<file path="config.mk">
export PLATFORM = sky130hd
export DESIGN_NAME = arb4_rr_encoder
export DESIGN_NICKNAME = d
export VERILOG_FILES = /design/src/rtl/arb4_rr_encoder.sv
export SDC_FILE = /design/constraint.sdc
export NUM_CORES = 1
export LEC_CHECK = 0
export CAP_MARGIN = 20
export CORE_MARGIN = 3
export CORE_UTILIZATION = 35
export CTS_CLUSTER_SIZE = 10
export DETAILED_ROUTE_END_ITERATION = 10
export HOLD_SLACK_MARGIN = 0.02
export PLACE_DENSITY = 0.68
export SLEW_MARGIN = 10
export SYNTH_ARGS = -nofsm -noshare
export SYNTH_HDL_FRONTEND = slang
export SYNTH_SLANG_ARGS = --single-unit
</file>
<file path="constraint.sdc">
create_clock -name clk -period 4.8 [get_ports clk]
set_input_delay 0.72 -clock clk [delete_from_list [all_inputs] [get_ports clk]]
set_output_delay 0.72 -clock clk [all_outputs]
set_load 0.005 [all_outputs]
</file>
<file path="src/rtl/arb4_rr_encoder.sv">
// arb4_rr_encoder: four-requester round-robin arbiter with a registered one-hot grant, its encoded index and a valid flag.
// Optional macro ARB_HOLD_LIMIT_EN forces rotation after MAX_HOLD consecutive grant cycles.
module arb4_rr_encoder #(
  parameter int MAX_HOLD = 8,
  parameter int HOLD_W   = 8
) (
  input  logic       clk,
  input  logic       rst_n,
  input  logic       en,
  input  logic [3:0] req,
  output logic [3:0] grant,
  output logic [1:0] grant_idx,
  output logic       grant_valid,
  output logic       busy
);

  if (MAX_HOLD < 2 || MAX_HOLD > 255 || (2 ** HOLD_W) <= MAX_HOLD) begin : g_param_check
    $error("arb4_rr_encoder: illegal MAX_HOLD/HOLD_W combination");
  end

  typedef enum logic {ST_IDLE, ST_GRANT} state_t;

  state_t     state_q, state_d;
  logic [3:0] grant_q, grant_d;
  logic [1:0] idx_q, idx_d;
  logic [1:0] last_q, last_d;

  logic [3:0] owner_oh;
  logic       owner_req;
  logic [3:0] others;
  logic [3:0] search_req;
  logic [1:0] search_last;
  logic       pick_vld;
  logic [1:0] pick_idx;
  logic [1:0] cand;
  logic       preempt;

  assign owner_oh  = 4'b0001 << idx_q;
  assign owner_req = req[idx_q];
  assign others    = req & ~owner_oh;

  // While granted, the search starts after the owner and never considers it.
  assign search_req  = (state_q == ST_GRANT) ? others : req;
  assign search_last = (state_q == ST_GRANT) ? idx_q  : last_q;

  always_comb begin
    pick_vld = 1'b0;
    pick_idx = 2'd0;
    cand     = 2'd0;
    for (int k = 1; k <= 4; k++) begin
      cand = search_last + k[1:0];
      if (!pick_vld && search_req[cand]) begin
        pick_vld = 1'b1;
        pick_idx = cand;
      end
    end
  end

`ifdef ARB_HOLD_LIMIT_EN
  localparam logic [HOLD_W-1:0] HOLD_LAST = HOLD_W'(MAX_HOLD - 1);

  logic [HOLD_W-1:0] hold_cnt_q, hold_cnt_d;
  logic              take;

  assign preempt = (state_q == ST_GRANT) && owner_req && en && (|others) &&
                   (hold_cnt_q == HOLD_LAST);
  assign take    = (state_d == ST_GRANT) && ((state_q == ST_IDLE) || (idx_d != idx_q));

  // Counter saturates at HOLD_LAST so a lone owner stays preemptible as soon as a rival appears.
  always_comb begin
    hold_cnt_d = hold_cnt_q;
    if (take) begin
      hold_cnt_d = '0;
    end else if ((state_q == ST_GRANT) && owner_req && (hold_cnt_q != HOLD_LAST)) begin
      hold_cnt_d = hold_cnt_q + HOLD_W'(1);
    end
  end

  always_ff @(posedge clk or negedge rst_n) begin
    if (!rst_n) begin
      hold_cnt_q <= '0;
    end else begin
      hold_cnt_q <= hold_cnt_d;
    end
  end
`else
  assign preempt = 1'b0;
`endif

  always_comb begin
    state_d = state_q;
    grant_d = grant_q;
    idx_d   = idx_q;
    last_d  = last_q;
    case (state_q)
      ST_IDLE: begin
        if (en && pick_vld) begin
          state_d = ST_GRANT;
          grant_d = 4'b0001 << pick_idx;
          idx_d   = pick_idx;
        end
      end
      ST_GRANT: begin
        if (!owner_req || preempt) begin
          last_d = idx_q;
          if (en && pick_vld) begin
            grant_d = 4'b0001 << pick_idx;
            idx_d   = pick_idx;
          end else begin
            state_d = ST_IDLE;
            grant_d = 4'b0000;
            idx_d   = 2'd0;
          end
        end
      end
      default: begin
        state_d = ST_IDLE;
        grant_d = 4'b0000;
        idx_d   = 2'd0;
      end
    endcase
  end

  always_ff @(posedge clk or negedge rst_n) begin
    if (!rst_n) begin
      state_q <= ST_IDLE;
      grant_q <= 4'b0000;
      idx_q   <= 2'd0;
      last_q  <= 2'd3;
    end else begin
      state_q <= state_d;
      grant_q <= grant_d;
      idx_q   <= idx_d;
      last_q  <= last_d;
    end
  end

  assign grant       = grant_q;
  assign grant_idx   = idx_q;
  assign grant_valid = |grant_q;
  assign busy        = (state_q == ST_GRANT);

endmodule

</file>
==> results.py <==
metrics = {
    "sta": {
        "finalSetupTns_ns": 0,
        "fin_ws_ns": 2.436,
        "fin_skew_ns": 0.006408,
        "fin_crit_sh_pct": 49.25,
        "worstMarginPinSlew_ns": 0.4678,
        "fin_crit_ns": 2.364,
        "finalMaxSlewViolations": 0,
        "finalSetupViolCount": 0,
        "relSlewSlack_pct": 68.81,
        "rsz0062_at_grt": "false",
        "max_freq_ghz": 0.4231,
        "hold_violations": 0,
    },
    "outcome": {
        "status": "finished, final reports clean",
    },
    "floorplanning": {
        "core_area_mm2": 0.001783,
        "die_area_mm2": 0.002498,
        "die_w_um": 49.98,
        "die_height_um": 49.98,
        "start_util_pct": 37.96,
        "rows": 15,
        "io_pins": 15,
    },
    "detailed_routing": {
        "drc": 0,
        "first_iter_violations": 10,
        "wl_per_cell_um": 13.87,
        "vias_per_cell": 5.262,
        "drt_first_pass_iters": 4,
        "drt-total-wl_um": 1429,
        "vias": 542,
        "ant_nets": 0,
    },
    "global_route": {
        "grt_antenna_before_repair": 0,
        "grt_max_degree": 13,
        "first_global_vias": 550,
        "grt_pass1_wl_um": 2566,
        "grt_overflow": 0,
        "grt.total_usage_pct": 13.39,
    },
    "setup_path": {
        "slowest_stage": "clkdlybuf4s50_1",
        "worst-setup-path-type": "input port to register",
        "arrival_ns": 2.50,
        "required_ns": 4.94,
        "max_stage_delay_ns": 0.58,
        "crit_start": "req[1]",
        "crit_fanout": 6,
        "crit_chain": "clkdlybuf4s50_1 > mux2i_1 > a31oi_1 > o21ai_0 > mux2_2 > a22o_1",
        "critPathLaunchType": "input port",
        "endpoint_kind": "register",
        "crit_family": "compound AO/OA/AOI/OAI gates",
        "crit_buf_inv": 1,
        "reg2reg_from": "busy",
    },
    "cts": {
        "cts_setup_buffers": 0,
        "cts_buffer_depth": 2,
        "cts_hold_buf": 0,
        "numCtsBuffers": 3,
        "clkTransAtPathRegs_ns": 0.06,
        "cts.sinks": 9,
        "clk_latency_ns": 0.26,
        "cts_resized": 0,
        "cts_root_buf": "clkbuf_4",
        "htree_levels": 1,
        "cts_tree": "built",
    },
    "place": {
        "hpwl_um": 1134,
        "numPortBuffers": 14,
        "place_congestion": 0.7850,
        "dp_slack_ns": 2.178,
    },
    "pwr": {
        "p_comb_share_pct": 60.4,
        "peakVddDrop_v": 0.0002779,
        "power.total_mw": 0.5743,
        "p_per_area_mw_per_mm2": 675.0,
        "switching_share_pct": 40.56,
        "power_frac_seq_pct": 29.7,
        "intPower_mw": 0.3414,
        "p_clk_share_pct": 10.0,
        "p_sw_mw": 0.2329,
        "p_leak_nw": 0.3519,
    },
    "logic_synthesis": {
        "yosys.cell_types.count": 30,
        "synth_nets": 70,
        "ys_warn_count": 0,
        "synth_area_um2": 676.9,
        "ys_seq_area_share_pct": 33.64,
        "syn_area_per_cell_um2": 10.74,
        "synthCells": 63,
        "ys_seq_elements": 9,
    },
    "finish": {
        "drive_gt1_share_pct": 17.95,
        "nets": 86,
        "diodes": 0,
        "area_delta_synth_final_pct": 25.69,
    },
    "worst_hold_path": {
        "hold_class": "register to register",
        "hp-start": "grant[1]",
    },
    "run": {
        "timing.max_cap.violations": 0,
    },
}
==> through the flow <==
step	cell area [um^2]	hold slack [ns]	instances	utilization, %
6_report	850.8	0.5389	103	47.72
5_1_grt	850.8	0.5610	103	47.72
4_1_cts	850.8	0.5365	103	47.72
3_5_place_dp	824.5	0.5229	99	46.25
3_3_place_gp	824.5	0.5256	99	46.25
2_1_floorplan	676.9	0.4244	63	-
==> cell type report <==
type                       instances  area [um^2]
fill                             170        932.1
tap                               25        31.28
inverter                           2        7.507
multi-input combinational         49        417.9
timing repair buffer              14        140.1
sequential                         9        227.7
clock buffer                       4        26.28
==> per-layer routing <==
metal  vias up  track usage (%)  part of all wire (%)  wire length [um]
li1        266                -                     -                 -
met1       260            16.88                    46               654
met2        12            20.70                    49               699
met3         4            4.230                   3.1                44
met4         0            5.991                   2.2                31
met5         -                0                     0                 0
==> kinds of logic after synthesis <==
logic type / count (synthesis) / synth area share (%)
xor+xnor: 4 / 5.175
mux: 16 / 29.94
simple gates: 14 / 11.27
flops: 9 / 33.64
buf+inv: 5 / 4.621
compound gates: 15 / 15.34
==> cells in the mapped netlist <==
cell      n  area, um^2
o21ai_0   2       10.01
a21o_1    1       7.510
mux2i_1   7       70.07
a21boi_1  1       7.510
o21ai_1   1       5.000
a31oi_1   2       12.51
o21ai_2   1       8.760
dfstp_2   2       52.55
buf_4     1       7.510
inv_1     2       7.510
buf_2     1       5.000
nor2_1    3       11.26
mux2_4    1       15.01
and4b_1   1       10.01
a211oi_1  1       7.510
mux2_1    1       11.26
nand2_1   4       15.01
nand3_1   1       5.000
buf_6     1       11.26
or4_1     1       7.510
nand2b_1  2       12.51
mux2_2    3       33.78
a22o_1    4       35.03
nor2b_1   1       6.260
xnor2_1   4       35.03
dfrtp_1   7       175.2
a21oi_1   2       10.01
and4_1    1       8.760
mux4_2    2       45.04
mux2i_2   2       27.53
==> power by group through the flow <==
| stage | Clock, mW | Sequential [mW] | Combinational [mW] |
|---|---|---|---|
| after floorplan | 0 | 0.135 | 0.287 |
| after global placement | 0 | 0.172 | 0.340 |
| after detailed placement | 0 | 0.171 | 0.348 |
| after CTS | 0.0589 | 0.170 | 0.350 |
| after global routing | 0.0644 | 0.180 | 0.384 |
| final | 0.0574 | 0.170 | 0.347 |
==> cells in the final DEF, fill, tap and decap left out, drive strengths merged <==
cell / instances
a211oi: 1
a21boi: 1
a21o: 1
a21oi: 2
a22o: 4
a31oi: 2
and4: 1
and4b: 1
clkbuf: 4
clkdlybuf4s50: 14
dfrtp: 7
dfstp: 2
inv: 2
mux2: 5
mux2i: 9
mux4: 2
nand2: 4
nand2b: 2
nand3: 1
nor2: 3
nor2b: 1
o21ai: 4
or4: 1
xnor2: 4
==> worst paths after layout <==
| kind | end | slack, ns | cells after the start |
|---|---|---|---|
| max reg2reg | grant[3] | 2.63 | 6 |
| min in group asynchronous | grant[1] | 0.75 | 1 |
| max | grant[3] | 2.44 | 6 |
| min | grant[1] | 0.54 | 1 |
| max in group asynchronous | last_q[1] | 3.72 | 1 |
| min reg2reg | grant[1] | 0.54 | 1 |
==> registers in the layout (all words and copies together) (netlist names) <==
name	flops
grant	4
grant_idx	2
last_q	2
busy	1
Power figures use the tool's default switching activity.
